File: src/rtl/msgdma_sched_pkg.sv
// Shared types and constants for the mSGDMA frame scheduler: FSM states,
// the standard-format 128-bit descriptor layout and its control bits.
package msgdma_sched_pkg;

    localparam int BEAT_BYTES = 32;

    typedef enum logic [2:0] {
        ST_IDLE,
        ST_CHECK,
        ST_ISSUE,
        ST_WAIT_SLOT,
        ST_DRAIN,
        ST_DONE
    } sched_state_t;

    typedef struct packed {
        logic [31:0] control;
        logic [31:0] length;
        logic [31:0] wr_addr;
        logic [31:0] rd_addr;
    } desc_t;

    localparam logic [31:0] CTL_GO  = 32'h8000_0000;
    localparam logic [31:0] CTL_EOP = 32'h0000_0200;
    localparam logic [31:0] CTL_SOP = 32'h0000_0100;

    // MM-to-ST: each buffer is a complete packet, so SOP and EOP are both set.
    function automatic desc_t build_desc(input logic [31:0] rd_addr, input logic [31:0] length);
        desc_t d;
        d.control = CTL_GO | CTL_EOP | CTL_SOP;
        d.length  = length;
        d.wr_addr = '0;
        d.rd_addr = rd_addr;
        return d;
    endfunction

endpackage

File: src/rtl/msgdma_frame_scheduler_if.sv
// Descriptor write port to the mSGDMA dispatcher plus the observed ST sink
// handshake used to retire buffers.
interface msgdma_frame_scheduler_if;
    logic         desc_write;
    logic [127:0] desc_writedata;
    logic [15:0]  desc_byteenable;
    logic         desc_waitrequest;
    logic         st_valid;
    logic         st_ready;

    modport master (
        output desc_write,
        output desc_writedata,
        output desc_byteenable,
        input  desc_waitrequest,
        input  st_valid,
        input  st_ready
    );

    modport slave (
        input  desc_write,
        input  desc_writedata,
        input  desc_byteenable,
        output desc_waitrequest,
        output st_valid,
        output st_ready
    );
endinterface

File: src/rtl/msgdma_sched_beat_tracker.sv
// Counts ST beats into buffers and tracks descriptors issued but not yet
// retired; pulses retire on the last beat of each buffer.
module msgdma_sched_beat_tracker #(
    parameter int BW              = 27,
    parameter int MAX_OUTSTANDING = 4,
    parameter int OUT_W           = $clog2(MAX_OUTSTANDING + 1)
) (
    input  logic             clk,
    input  logic             rst_n,
    input  logic             clear,
    input  logic             active,
    input  logic             beat,
    input  logic [BW-1:0]    beats_per_buf,
    input  logic             accept,
    output logic             retire,
    output logic [OUT_W-1:0] outstanding
);

    logic [BW-1:0] beat_cnt;
    logic [BW-1:0] beat_last;
    logic          count_en;

    // Beats with nothing in flight belong to no buffer of this run.
    assign count_en  = active & beat & (outstanding != '0);
    assign beat_last = beats_per_buf - BW'(1);
    assign retire    = count_en & (beat_cnt == beat_last);

    always_ff @(posedge clk or negedge rst_n) begin
        if (!rst_n) begin
            beat_cnt    <= '0;
            outstanding <= '0;
        end else if (clear) begin
            beat_cnt    <= '0;
            outstanding <= '0;
        end else begin
            if (count_en) begin
                beat_cnt <= retire ? '0 : beat_cnt + BW'(1);
            end
            case ({accept, retire})
                2'b10:   outstanding <= outstanding + OUT_W'(1);
                2'b01:   outstanding <= outstanding - OUT_W'(1);
                default: outstanding <= outstanding;
            endcase
        end
    end

endmodule

File: src/rtl/msgdma_frame_scheduler.sv
// Feeds MM-to-ST descriptors to the mSGDMA dispatcher, limits buffers in flight
// and retires them from observed ST beats. Optional watchdog: MSGDMA_SCHED_TIMEOUT_EN.
//
// state     | meaning
// IDLE      | waiting for cfg_start
// CHECK     | validate latched config
// ISSUE     | descriptor write presented to dispatcher
// WAIT_SLOT | MAX_OUTSTANDING buffers in flight
// DRAIN     | no more issues, waiting for outstanding buffers to retire
// DONE      | one-cycle completion pulse
module msgdma_frame_scheduler
    import msgdma_sched_pkg::*;
#(
    parameter int ST_DW           = 256,
    parameter int ADDR_W          = 32,
    parameter int LEN_W           = 32,
    parameter int CNT_W           = 16,
    parameter int MAX_OUTSTANDING = 4,
    parameter int TIMEOUT_CYCLES  = 2**20
) (
    input  logic              clk,
    input  logic              rst_n,
    input  logic              cfg_start,
    input  logic              cfg_stop,
    input  logic              cfg_loop,
    input  logic [ADDR_W-1:0] cfg_base_addr,
    input  logic [ADDR_W-1:0] cfg_stride,
    input  logic [LEN_W-1:0]  cfg_buf_bytes,
    input  logic [CNT_W-1:0]  cfg_num_bufs,
    msgdma_frame_scheduler_if.master dma,
    output logic              busy,
    output logic              done,
    output logic              err_cfg,
    output logic              err_timeout,
    output logic [CNT_W-1:0]  bufs_issued,
    output logic [CNT_W-1:0]  bufs_done
);

    localparam int BEAT_LOG2 = $clog2(ST_DW / 8);
    localparam int BW        = LEN_W - BEAT_LOG2;
    localparam int OUT_W     = $clog2(MAX_OUTSTANDING + 1);

    sched_state_t      state, state_nxt;
    logic [ADDR_W-1:0] base_q, stride_q, cur_addr;
    logic [LEN_W-1:0]  bytes_q;
    logic [CNT_W-1:0]  nbufs_q, idx, idx_inc;
    logic              stop_req, stop_hit;
    logic              start_acc, accept, wrap, cfg_bad, full_after, beat;
    logic              retire, to_req;
    logic [OUT_W-1:0]  outstanding;

    assign start_acc  = (state == ST_IDLE) & cfg_start;
    assign accept     = (state == ST_ISSUE) & ~dma.desc_waitrequest;
    assign beat       = dma.st_valid & dma.st_ready;
    assign idx_inc    = idx + CNT_W'(1);
    assign wrap       = (idx_inc == nbufs_q);
    assign stop_hit   = stop_req | cfg_stop;
    assign cfg_bad    = (bytes_q == '0) || (bytes_q[BEAT_LOG2-1:0] != '0) || (nbufs_q == '0);
    assign full_after = (retire ? outstanding : outstanding + OUT_W'(1)) == OUT_W'(MAX_OUTSTANDING);

    msgdma_sched_beat_tracker #(
        .BW              (BW),
        .MAX_OUTSTANDING (MAX_OUTSTANDING),
        .OUT_W           (OUT_W)
    ) u_tracker (
        .clk           (clk),
        .rst_n         (rst_n),
        .clear         (start_acc),
        .active        (state != ST_IDLE),
        .beat          (beat),
        .beats_per_buf (bytes_q[LEN_W-1:BEAT_LOG2]),
        .accept        (accept),
        .retire        (retire),
        .outstanding   (outstanding)
    );

    always_ff @(posedge clk or negedge rst_n) begin
        if (!rst_n) begin
            state <= ST_IDLE;
        end else begin
            state <= state_nxt;
        end
    end

    always_comb begin
        state_nxt = state;
        case (state)
            ST_IDLE: begin
                if (cfg_start) state_nxt = ST_CHECK;
            end
            ST_CHECK: begin
                state_nxt = cfg_bad ? ST_IDLE : ST_ISSUE;
            end
            ST_ISSUE: begin
                // The write is only withdrawn once accepted.
                if (accept) begin
                    if (to_req)                 state_nxt = ST_DONE;
                    else if (stop_hit)          state_nxt = ST_DRAIN;
                    else if (wrap && !cfg_loop) state_nxt = ST_DRAIN;
                    else if (full_after)        state_nxt = ST_WAIT_SLOT;
                    else                        state_nxt = ST_ISSUE;
                end
            end
            ST_WAIT_SLOT: begin
                if (to_req)                                         state_nxt = ST_DONE;
                else if (stop_hit)                                  state_nxt = ST_DRAIN;
                else if (outstanding < OUT_W'(MAX_OUTSTANDING))     state_nxt = ST_ISSUE;
            end
            ST_DRAIN: begin
                if (to_req || outstanding == '0) state_nxt = ST_DONE;
            end
            ST_DONE: begin
                state_nxt = ST_IDLE;
            end
            default: state_nxt = ST_IDLE;
        endcase
    end

    always_comb begin
        dma.desc_write      = (state == ST_ISSUE);
        dma.desc_writedata  = '0;
        dma.desc_byteenable = 16'hFFFF;
        if (state == ST_ISSUE) begin
            dma.desc_writedata = build_desc(32'(cur_addr), 32'(bytes_q));
        end
        busy = (state == ST_ISSUE) || (state == ST_WAIT_SLOT) || (state == ST_DRAIN);
        done = (state == ST_DONE);
    end

    always_ff @(posedge clk or negedge rst_n) begin
        if (!rst_n) begin
            base_q      <= '0;
            stride_q    <= '0;
            bytes_q     <= '0;
            nbufs_q     <= '0;
            cur_addr    <= '0;
            idx         <= '0;
            stop_req    <= 1'b0;
            err_cfg     <= 1'b0;
            bufs_issued <= '0;
            bufs_done   <= '0;
        end else if (start_acc) begin
            base_q      <= cfg_base_addr;
            stride_q    <= cfg_stride;
            bytes_q     <= cfg_buf_bytes;
            nbufs_q     <= cfg_num_bufs;
            cur_addr    <= cfg_base_addr;
            idx         <= '0;
            stop_req    <= 1'b0;
            err_cfg     <= 1'b0;
            bufs_issued <= '0;
            bufs_done   <= '0;
        end else begin
            if (state == ST_CHECK && cfg_bad) err_cfg <= 1'b1;
            if (cfg_stop && (state == ST_CHECK || state == ST_ISSUE || state == ST_WAIT_SLOT)) begin
                stop_req <= 1'b1;
            end else if (state == ST_DONE) begin
                stop_req <= 1'b0;
            end
            if (accept) begin
                bufs_issued <= bufs_issued + CNT_W'(1);
                if (wrap) begin
                    idx      <= '0;
                    cur_addr <= base_q;
                end else begin
                    idx      <= idx_inc;
                    cur_addr <= cur_addr + stride_q;
                end
            end
            if (retire) bufs_done <= bufs_done + CNT_W'(1);
        end
    end

`ifdef MSGDMA_SCHED_TIMEOUT_EN
    localparam int TW = $clog2(TIMEOUT_CYCLES + 1);

    logic [TW-1:0] wd_cnt;
    logic          wd_counting;

    assign wd_counting = busy & (outstanding != '0) & ~beat;

    // to_req holds until the FSM reaches DONE, so a stalled write can finish first.
    always_ff @(posedge clk or negedge rst_n) begin
        if (!rst_n) begin
            wd_cnt      <= '0;
            to_req      <= 1'b0;
            err_timeout <= 1'b0;
        end else if (start_acc) begin
            wd_cnt      <= '0;
            to_req      <= 1'b0;
            err_timeout <= 1'b0;
        end else begin
            if (state == ST_DONE) begin
                to_req <= 1'b0;
                wd_cnt <= '0;
            end else if (!wd_counting) begin
                wd_cnt <= '0;
            end else if (!to_req) begin
                if (wd_cnt == TW'(TIMEOUT_CYCLES - 1)) begin
                    to_req      <= 1'b1;
                    err_timeout <= 1'b1;
                end else begin
                    wd_cnt <= wd_cnt + TW'(1);
                end
            end
        end
    end
`else
    assign to_req      = 1'b0;
    assign err_timeout = 1'b0;
`endif

endmodule

File: src/flat_wrapper.sv
// flat-port wrapper written by rule: the top's interface ports become plain ports
module msgdma_frame_scheduler_flat import msgdma_sched_pkg::*;
#(
    parameter int ST_DW           = 256,
    parameter int ADDR_W          = 32,
    parameter int LEN_W           = 32,
    parameter int CNT_W           = 16,
    parameter int MAX_OUTSTANDING = 4,
    parameter int TIMEOUT_CYCLES  = 2**20
)
  (clk, rst_n, cfg_start, cfg_stop, cfg_loop, cfg_base_addr, cfg_stride, cfg_buf_bytes, cfg_num_bufs, busy, done, err_cfg, err_timeout, bufs_issued, bufs_done, dma_desc_write, dma_desc_writedata, dma_desc_byteenable, dma_desc_waitrequest, dma_st_valid, dma_st_ready);
  msgdma_frame_scheduler_if dma_i ();
  input  logic clk;
  input  logic rst_n;
  input  logic cfg_start;
  input  logic cfg_stop;
  input  logic cfg_loop;
  input  logic [ADDR_W-1:0] cfg_base_addr;
  input  logic [ADDR_W-1:0] cfg_stride;
  input  logic [LEN_W-1:0] cfg_buf_bytes;
  input  logic [CNT_W-1:0] cfg_num_bufs;
  output logic busy;
  output logic done;
  output logic err_cfg;
  output logic err_timeout;
  output logic [CNT_W-1:0] bufs_issued;
  output logic [CNT_W-1:0] bufs_done;
  output wire logic [$bits(dma_i.desc_write)-1:0] dma_desc_write;
  output wire logic [$bits(dma_i.desc_writedata)-1:0] dma_desc_writedata;
  output wire logic [$bits(dma_i.desc_byteenable)-1:0] dma_desc_byteenable;
  input wire logic [$bits(dma_i.desc_waitrequest)-1:0] dma_desc_waitrequest;
  input wire logic [$bits(dma_i.st_valid)-1:0] dma_st_valid;
  input wire logic [$bits(dma_i.st_ready)-1:0] dma_st_ready;
  assign dma_desc_write = dma_i.desc_write;
  assign dma_desc_writedata = dma_i.desc_writedata;
  assign dma_desc_byteenable = dma_i.desc_byteenable;
  assign dma_i.desc_waitrequest = dma_desc_waitrequest;
  assign dma_i.st_valid = dma_st_valid;
  assign dma_i.st_ready = dma_st_ready;
  msgdma_frame_scheduler #(.ST_DW(ST_DW), .ADDR_W(ADDR_W), .LEN_W(LEN_W), .CNT_W(CNT_W), .MAX_OUTSTANDING(MAX_OUTSTANDING), .TIMEOUT_CYCLES(TIMEOUT_CYCLES)) u_core (.clk(clk), .rst_n(rst_n), .cfg_start(cfg_start), .cfg_stop(cfg_stop), .cfg_loop(cfg_loop), .cfg_base_addr(cfg_base_addr), .cfg_stride(cfg_stride), .cfg_buf_bytes(cfg_buf_bytes), .cfg_num_bufs(cfg_num_bufs), .dma(dma_i), .busy(busy), .done(done), .err_cfg(err_cfg), .err_timeout(err_timeout), .bufs_issued(bufs_issued), .bufs_done(bufs_done));
endmodule
File: config.mk
export PLATFORM = sky130hd
export DESIGN_NAME = msgdma_frame_scheduler_flat
export DESIGN_NICKNAME = d
export VERILOG_FILES = /design/src/rtl/msgdma_sched_pkg.sv /design/src/rtl/msgdma_frame_scheduler_if.sv /design/src/rtl/msgdma_sched_beat_tracker.sv /design/src/rtl/msgdma_frame_scheduler.sv /design/src/flat_wrapper.sv
export SDC_FILE = /design/constraint.sdc
export NUM_CORES = 1
export LEC_CHECK = 0
export CAP_MARGIN = 20
export CORE_MARGIN = 10
export CORE_UTILIZATION = 45
export DETAILED_ROUTE_END_ITERATION = 16
export GPL_TIMING_DRIVEN = 1
export PLACE_DENSITY = 0.72
export SLEW_MARGIN = 30
export SYNTH_ARGS = -nofsm -noshare
export SYNTH_HDL_FRONTEND = slang
export SYNTH_SLANG_ARGS = --single-unit
File: constraint.sdc
create_clock -name clk -period 4.25 [get_ports clk]
set_input_delay 0.85 -clock clk [delete_from_list [all_inputs] [get_ports clk]]
set_output_delay 0.85 -clock clk [all_outputs]
set_load 0.02 [all_outputs]
==> flow_summary_export.csv, run 1 <==
group,metric,value,unit
min_path,worstHoldPathType,"input port to async pin",
global_route,grt_overflow_total,0,
timing,setup_viol,0,
drt,routed_wl,46.2,mm
cts,ctsResizeCount,0,
critical_path,crit_path_end_kind,"flip-flop",
logic_synthesis,synthCells,1778,
global_route,grt_pass1_vias,13100,
cts,clk_latency,550,ps
timing,setup_tns,0,ps
cts,cts.reportedPaths.clkPinSlew,60,ps
cells_and_area,fin_nets,2131,
placement,dpl.hpwl,34.0,mm
cts,post-cts-setup-buffers,0,
cts,cts_sinks,227,
global_route,grt_max_degree,93,
timing,relSlewSlack,38.3,%
critical_path,crit_type,"flip-flop to flip-flop",
logic_synthesis,yosysSeqAreaShare,38.8,%
die,die_w,200,um
die,initial_core_util,46.0,%
critical_path,path_buf_inv,1,
timing,tightest_slew,926,ps
drt,wire_per_inst,19.1,um
timing,skew,11.6,ps
cells_and_area,regArea,5680,um2
logic_synthesis,ys_types,88,
cells_and_area,final_cell_mix,"nand2_1, dfrtp_1, clkdlybuf4s50_1",
cts,cts_hold_buf,0,
drt,via_count,13300,
timing,finalCritPeriodShare,95.0,%
cts,cts_buffers,28,
cts,cts.path.max_buffers,3,
cells_and_area,drive_above_1_share,5.69,%
cts,htreeDepth,1,
placement,dp_cells,2375,
critical_path,crit_path_end,"u_core.u_tracker.outstanding[2]",
critical_path,cp.depth,12,
die,die_y,200,um
job,drv_cap,0,
power,power.density,659,nW/um2
die,fp.coreArea,31800,um2
timing,fmax,248,MHz
drt,first_iter_violations,953,
timing,finalHoldViolCount,0,
critical_path,crit_chain,"inv_1, ha_1, or4b_4, or4_4, o21a_1, a211o_1, nand4b_1, or4bb_1, nor3_2, ha_2, or3_1, a21oi_1",
critical_path,worst_r2r_endpoint,"u_core.u_tracker.outstanding[2]",
cts,tritoncts,"done",
critical_path,reg2regPathDepth,12,
critical_path,critPathRequiredTime,4710,ps
die,pin_count,301,
global_route,track_usage,21.9,%
critical_path,crit-reg2reg-launch,"u_core.bytes_q[5]",
drt,first_pass_iters,6,
logic_synthesis,synth.ff_latch_count,227,
die,design.die.area,40100,um2
logic_synthesis,synth_ff_type,"dfrtp_1",
cells_and_area,diodes,0,
cells_and_area,nFillCells,2944,
drt,ant_nets,0,
global_route,grt_first_pass_wirelength,73.4,mm
cells_and_area,post-route-util,56.5,%
drt,via_per_inst,5.49,
logic_synthesis,synth_edf_count,0,
timing,rsz0062_at_grt,"false",
logic_synthesis,synth_warnings,0,
critical_path,slowest_stage,"or4bb_1",
cts,clockRootBuffer,"clkbuf_16",
critical_path,worstPathMaxFanout,5,
placement,port_buffers,222,
logic_synthesis,synthArstFlopShare,100,%
critical_path,worst_ep_arrival_time,4500,ps
cells_and_area,layout_commonest_cell,"nand2_1",
cells_and_area,multi_input_area,8160,um2
critical_path,cp-start-kind,"flip-flop",
die,rows,65,
global_route,antenna_found_initial,0,
cells_and_area,stdcell_count,2422,
timing,min_period,4040,ps
power,irDropWorstVdd,0.370,mV
logic_synthesis,synth.avg_cell_area,8.23,um2
placement,gp_congestion,0.931,
critical_path,startpoint,"u_core.bytes_q[5]",
critical_path,cpPeakStageDelay,550,ps
critical_path,cp_top_family,"simple AND/OR/NAND/NOR gates",
power,p_leak,7.91,nW
critical_path,reg2reg_slack,210,ps
cells_and_area,syn_to_final_growth,22.9,%
drt,drc,0,
timing,drv_slew,0,
status,status,"finished clean",
logic_synthesis,syn_area,14600,um2
-- state kept, by name, summed over array words and instances (netlist names), 27 cells and up --
| register | cells |
|---|---|
| u_core.stride_q | 32 |
| u_core.cur_addr | 32 |
| u_core.base_q | 32 |
| u_core.bytes_q | 32 |
| u_core.u_tracker.beat_cnt | 27 |
-- how the worst min path moves through the flow --
stage | start | to | slack (ps) | cells after the start
2_1_floorplan | u_core.base_q[14] | u_core.base_q[14] | 440 | 2
3_3_place_gp | u_core.base_q[14] | u_core.base_q[14] | 450 | 2
3_5_place_dp | u_core.base_q[14] | u_core.base_q[14] | 460 | 2
4_1_cts | rst_n | u_core.bytes_q[17] | 350 | 1
5_1_grt | rst_n | u_core.bytes_q[17] | 370 | 1
6_report | rst_n | u_core.bytes_q[2] | 330 | 1
-- power breakdown --
part | switching, W | total (W) | internal [W]
logic | 0.00354 | 0.00592 | 0.00239
clock network | 0.000941 | 0.00237 | 0.00142
registers | 0.000682 | 0.00357 | 0.00289
-- worst register-to-register path: cells and delay by family, from the launching register on --
| family | cells | cell delay, ps |
|---|---|---|
| adder cells (fa/ha/maj) | 2 | 530 |
| AO/OA/AOI/OAI | 3 | 610 |
| buffers and inverters | 1 | 120 |
| AND/OR/NAND/NOR | 6 | 2280 |
| flip-flops | 1 | 420 |
-- final cells by class --
| cell class | instances | share of cell area (%) |
|---|---|---|
| multi-input combinational | 1412 | 45.4 |
| sequential | 227 | 31.6 |
| timing repair buffer | 260 | 14.1 |
| clock buffer | 38 | 4.45 |
| tap | 435 | 3.03 |
| inverter | 41 | 0.856 |
| clock inverter | 9 | 0.578 |
-- metrics by stage --
stage | area [um2] | worst slack, ps | hold slack, ps | total power (W)
final | 18000 | 213 | 330 | 0.0119
after global routing | 18000 | 31.3 | 372 | 0.0128
after CTS | 17900 | 116 | 354 | 0.0119
after detailed placement | 17000 | 78.0 | 462 | 0.00947
after global placement | 17000 | 129 | 449 | 0.00934
after floorplan | 14900 | 438 | 437 | 0.00762
-- layer usage --
| metal | wire (um) | vias to the layer above | GRT usage, % |
|---|---|---|---|
| li1 | - | 6418 | - |
| met3 | 2430 | 68 | 3.77 |
| met1 | 20200 | 6427 | 27.8 |
| met2 | 22500 | 384 | 38.0 |
| met5 | 0 | - | 0 |
| met4 | 962 | 0 | 4.81 |
-- cell usage after synthesis (4+ instances only) --
cell type	number	area share, %
o31ai_1	14	0.72
nor4_1	23	0.98
a21boi_0	4	0.21
or2_2	6	0.26
a211oi_1	29	1.5
or3_1	19	0.81
nand4_1	27	1.2
nand2_1	415	11
o211ai_1	11	0.56
a21o_1	10	0.51
xnor2_1	47	2.8
or4_4	4	0.31
buf_2	6	0.21
xor2_1	54	3.2
ha_1	40	3.4
o21bai_1	5	0.26
nand2b_1	9	0.38
nand3_1	40	1.4
and2_1	63	2.7
inv_1	40	1.0
nor4b_1	5	0.30
o22ai_1	10	0.43
nor2_1	101	2.6
o311ai_0	11	0.66
a31oi_1	12	0.51
o21a_1	17	0.87
mux2i_1	12	0.82
o21ai_0	111	3.8
buf_4	82	4.2
a21oi_1	59	2.0
nor2b_1	6	0.26
and3_1	30	1.3
and4_1	10	0.60
o2111ai_1	5	0.30
dfrtp_1	227	39
clkbuf_1	79	2.0
or4_1	20	1.0
nor3b_1	5	0.26
a211o_1	4	0.24
buf_1	4	0.10
nor3_1	33	1.1
-- kinds of logic after synthesis --
family	share of synthesized area, %
and+or+nand+nor	27.5
muxes	0.821
xor gates and xnor gates	6.36
AOI/OAI and AO/OA	15.0
buffers and inverters	7.82
other	0.0513
adders and majority gates	3.56
DFF	38.8
Note: power is estimated with default switching activity, not from simulation.
==> run 2, diff against run 1 <==
==> constraint.sdc (replaced) <==
create_clock -name clk -period 3.9 [get_ports clk]
set_input_delay 0.78 -clock clk [delete_from_list [all_inputs] [get_ports clk]]
set_output_delay 0.78 -clock clk [all_outputs]
set_load 0.02 [all_outputs]
==> run 2 against run 1 <==
Effect of this change: hold slack worse by 47 ps; global-route usage is 0.58 points higher; clock skew hardly changed; die area stayed put; wire length is 1.7% higher; maximum frequency is 3.6% higher; register-to-register slack worse by 210 ps; sequential power is 8.1% higher; sequential share of layout area is 0.74 points lower; critical path type unchanged; non-clock buffer count is 46 higher; via count is 1.8% higher.
==> flow_summary_export.csv, run 2 (synthesis results as in run 1) <==
group,metric,value,unit
placement,place_ws,-272,ps
global_route,grt_pass1_vias,13400,
cells_and_area,final_cell_mix,"nand2_1, dfrtp_1, clkdlybuf4s50_1",
placement,dp_cells,2413,
placement,port_buffers,222,
power,p_leak,8.17,nW
power,irDropWorstVdd,0.456,mV
timing,skew,11.6,ps
global_route,antenna_found_initial,2,
drt,first_pass_iters,5,
global_route,track_usage,22.5,%
cts,clk_latency,540,ps
drt,ant_nets,0,
die,rows,65,
critical_path,worstPathMaxFanout,4,
global_route,grt_max_degree,95,
power,power,0.0133,W
cells_and_area,drive_above_1_share,7.92,%
critical_path,crit_path_end_kind,"flip-flop",
critical_path,worst_ep_arrival_time,4360,ps
cts,clockRootBuffer,"clkbuf_16",
cells_and_area,layout_commonest_cell,"nand2_1",
global_route,grt_first_pass_wirelength,75.1,mm
power,power.density,723,nW/um2
drt,first_iter_violations,755,
drt,via_count,13500,
job,drv_cap,0,
drt,via_per_inst,5.48,
cells_and_area,nFillCells,2848,
global_route,grt_overflow_total,0,
critical_path,startpoint,"u_core.bytes_q[5]",
status,status,"finished clean",
timing,setup_tns,0,ps
cts,cts_sinks,227,
die,pin_count,301,
timing,finalCritPeriodShare,99.9,%
min_path,worstHoldPathType,"input port to async pin",
placement,gp_congestion,0.911,
timing,setup_viol,0,
drt,wire_per_inst,19.0,um
timing,finalHoldViolCount,0,
drt,routed_wl,46.9,mm
timing,rsz0062_at_grt,"true",
die,fp.coreArea,31800,um2
critical_path,cp-start-kind,"flip-flop",
cells_and_area,stdcell_count,2470,
cells_and_area,post-route-util,57.9,%
die,initial_core_util,46.0,%
cts,cts.reportedPaths.clkPinSlew,60,ps
timing,tightest_slew,795,ps
placement,dpl.hpwl,34.6,mm
cells_and_area,syn_to_final_growth,25.8,%
die,design.die.area,40100,um2
critical_path,critPathRequiredTime,4360,ps
cts,htreeDepth,1,
timing,relSlewSlack,47.0,%
cts,cts_buffers,27,
cells_and_area,fin_nets,2176,
timing,fmax,257,MHz
die,die_y,200,um
cts,cts.path.max_buffers,3,
timing,min_period,3900,ps
timing,setup_slack,4.66,ps
cts,tritoncts,"done",
critical_path,crit_type,"flip-flop to flip-flop",
critical_path,crit-reg2reg-launch,"u_core.bytes_q[5]",
timing,drv_slew,0,
die,die_w,200,um
drt,drc,0,
[run 2: cell types whose count changed in the layout (fill, tap and decap cells not counted), sizes merged]
| cell | delta |
|---|---|
| diode | +1 |
| clkbuf | +2 |
| clkinv | -2 |
| bufinv | +2 |
| clkinvlp | -1 |
| buf | +46 |
[run 2: stage by stage]
step | area, um2 | hold WS (ps)
after floorplan | 14900 | 437
after global placement | 17400 | 450
after detailed placement | 17400 | 463
after CTS | 18300 | 324
after global routing | 18400 | 340
final | 18400 | 283
[run 2: final cells by class]
class / instances / area, um2 / share of cell area [%]
sequential: 227 / 5680 / 30.9
inverter: 41 / 154 / 0.836
tap: 435 / 544 / 2.96
timing repair buffer: 306 / 2920 / 15.9
clock inverter: 8 / 143 / 0.775
clock buffer: 40 / 785 / 4.26
antenna: 1 / 2.50 / 0.0136
multi-input combinational: 1412 / 8180 / 44.4
[run 2: what timing repair did]
item                       in CTS  in global routing
hold buffers                    0                  0
gates resized for setup         4                  8
setup endpoints to repair       3                 30
buffers inserted                0                  8
pin swaps                       2                  2
[run 2: metal layers]
metal  global-route usage [%]  up-vias  part of all wire, %
li1                         -     6503                    -
met1                     28.0     6554                   43
met2                     39.0      398                   49
met4                     6.17        2                  2.3
met5                        0        -                0.028
met3                     3.95       77                  5.7
[run 2: worst max-delay path, stage by stage, from the launching register on]
cell,delay [ps]
dfrtp_1,410
or4_4,570
or4_1,510
o311ai_1,280
buf_4,180
nor2_1,60
nor4_2,270
or4bb_1,540
nor3_2,190
ha_2,310
or3_1,350
a21oi_1,140
[run 2: report_power, final]
group | switching, W | leakage [nW] | internal [W]
Sequential | 0.000713 | 2.92 | 0.00315
Clock | 0.00100 | 0.453 | 0.00164
Combinational | 0.00397 | 4.80 | 0.00284
Total | 0.00568 | 8.17 | 0.00763
[run 2: path summary, 6_finish.rpt]
check / to / slack, ps / cells after the start
max: u_core.u_tracker.outstanding[2] / 5 / 11
min: u_core.nbufs_q[10] / 280 / 1
max reg2reg: u_core.u_tracker.outstanding[2] / 5 / 11
min reg2reg: u_core.base_q[0] / 470 / 2
max in group asynchronous: u_core.base_q[5] / 2750 / 2
min in group clk: u_core.base_q[0] / 470 / 2
==> run 3, diff against run 2 <==
--- a/config.mk
+++ b/config.mk
@@ -10,6 +10,7 @@
 export CORE_UTILIZATION = 45
 export DETAILED_ROUTE_END_ITERATION = 16
 export GPL_TIMING_DRIVEN = 1
+export HOLD_SLACK_MARGIN = 0.15
 export PLACE_DENSITY = 0.72
 export SLEW_MARGIN = 30
 export SYNTH_ARGS = -nofsm -noshare
==> results of run 3 <==
The final DEF is identical to that of run 2; final timing and power are the same.
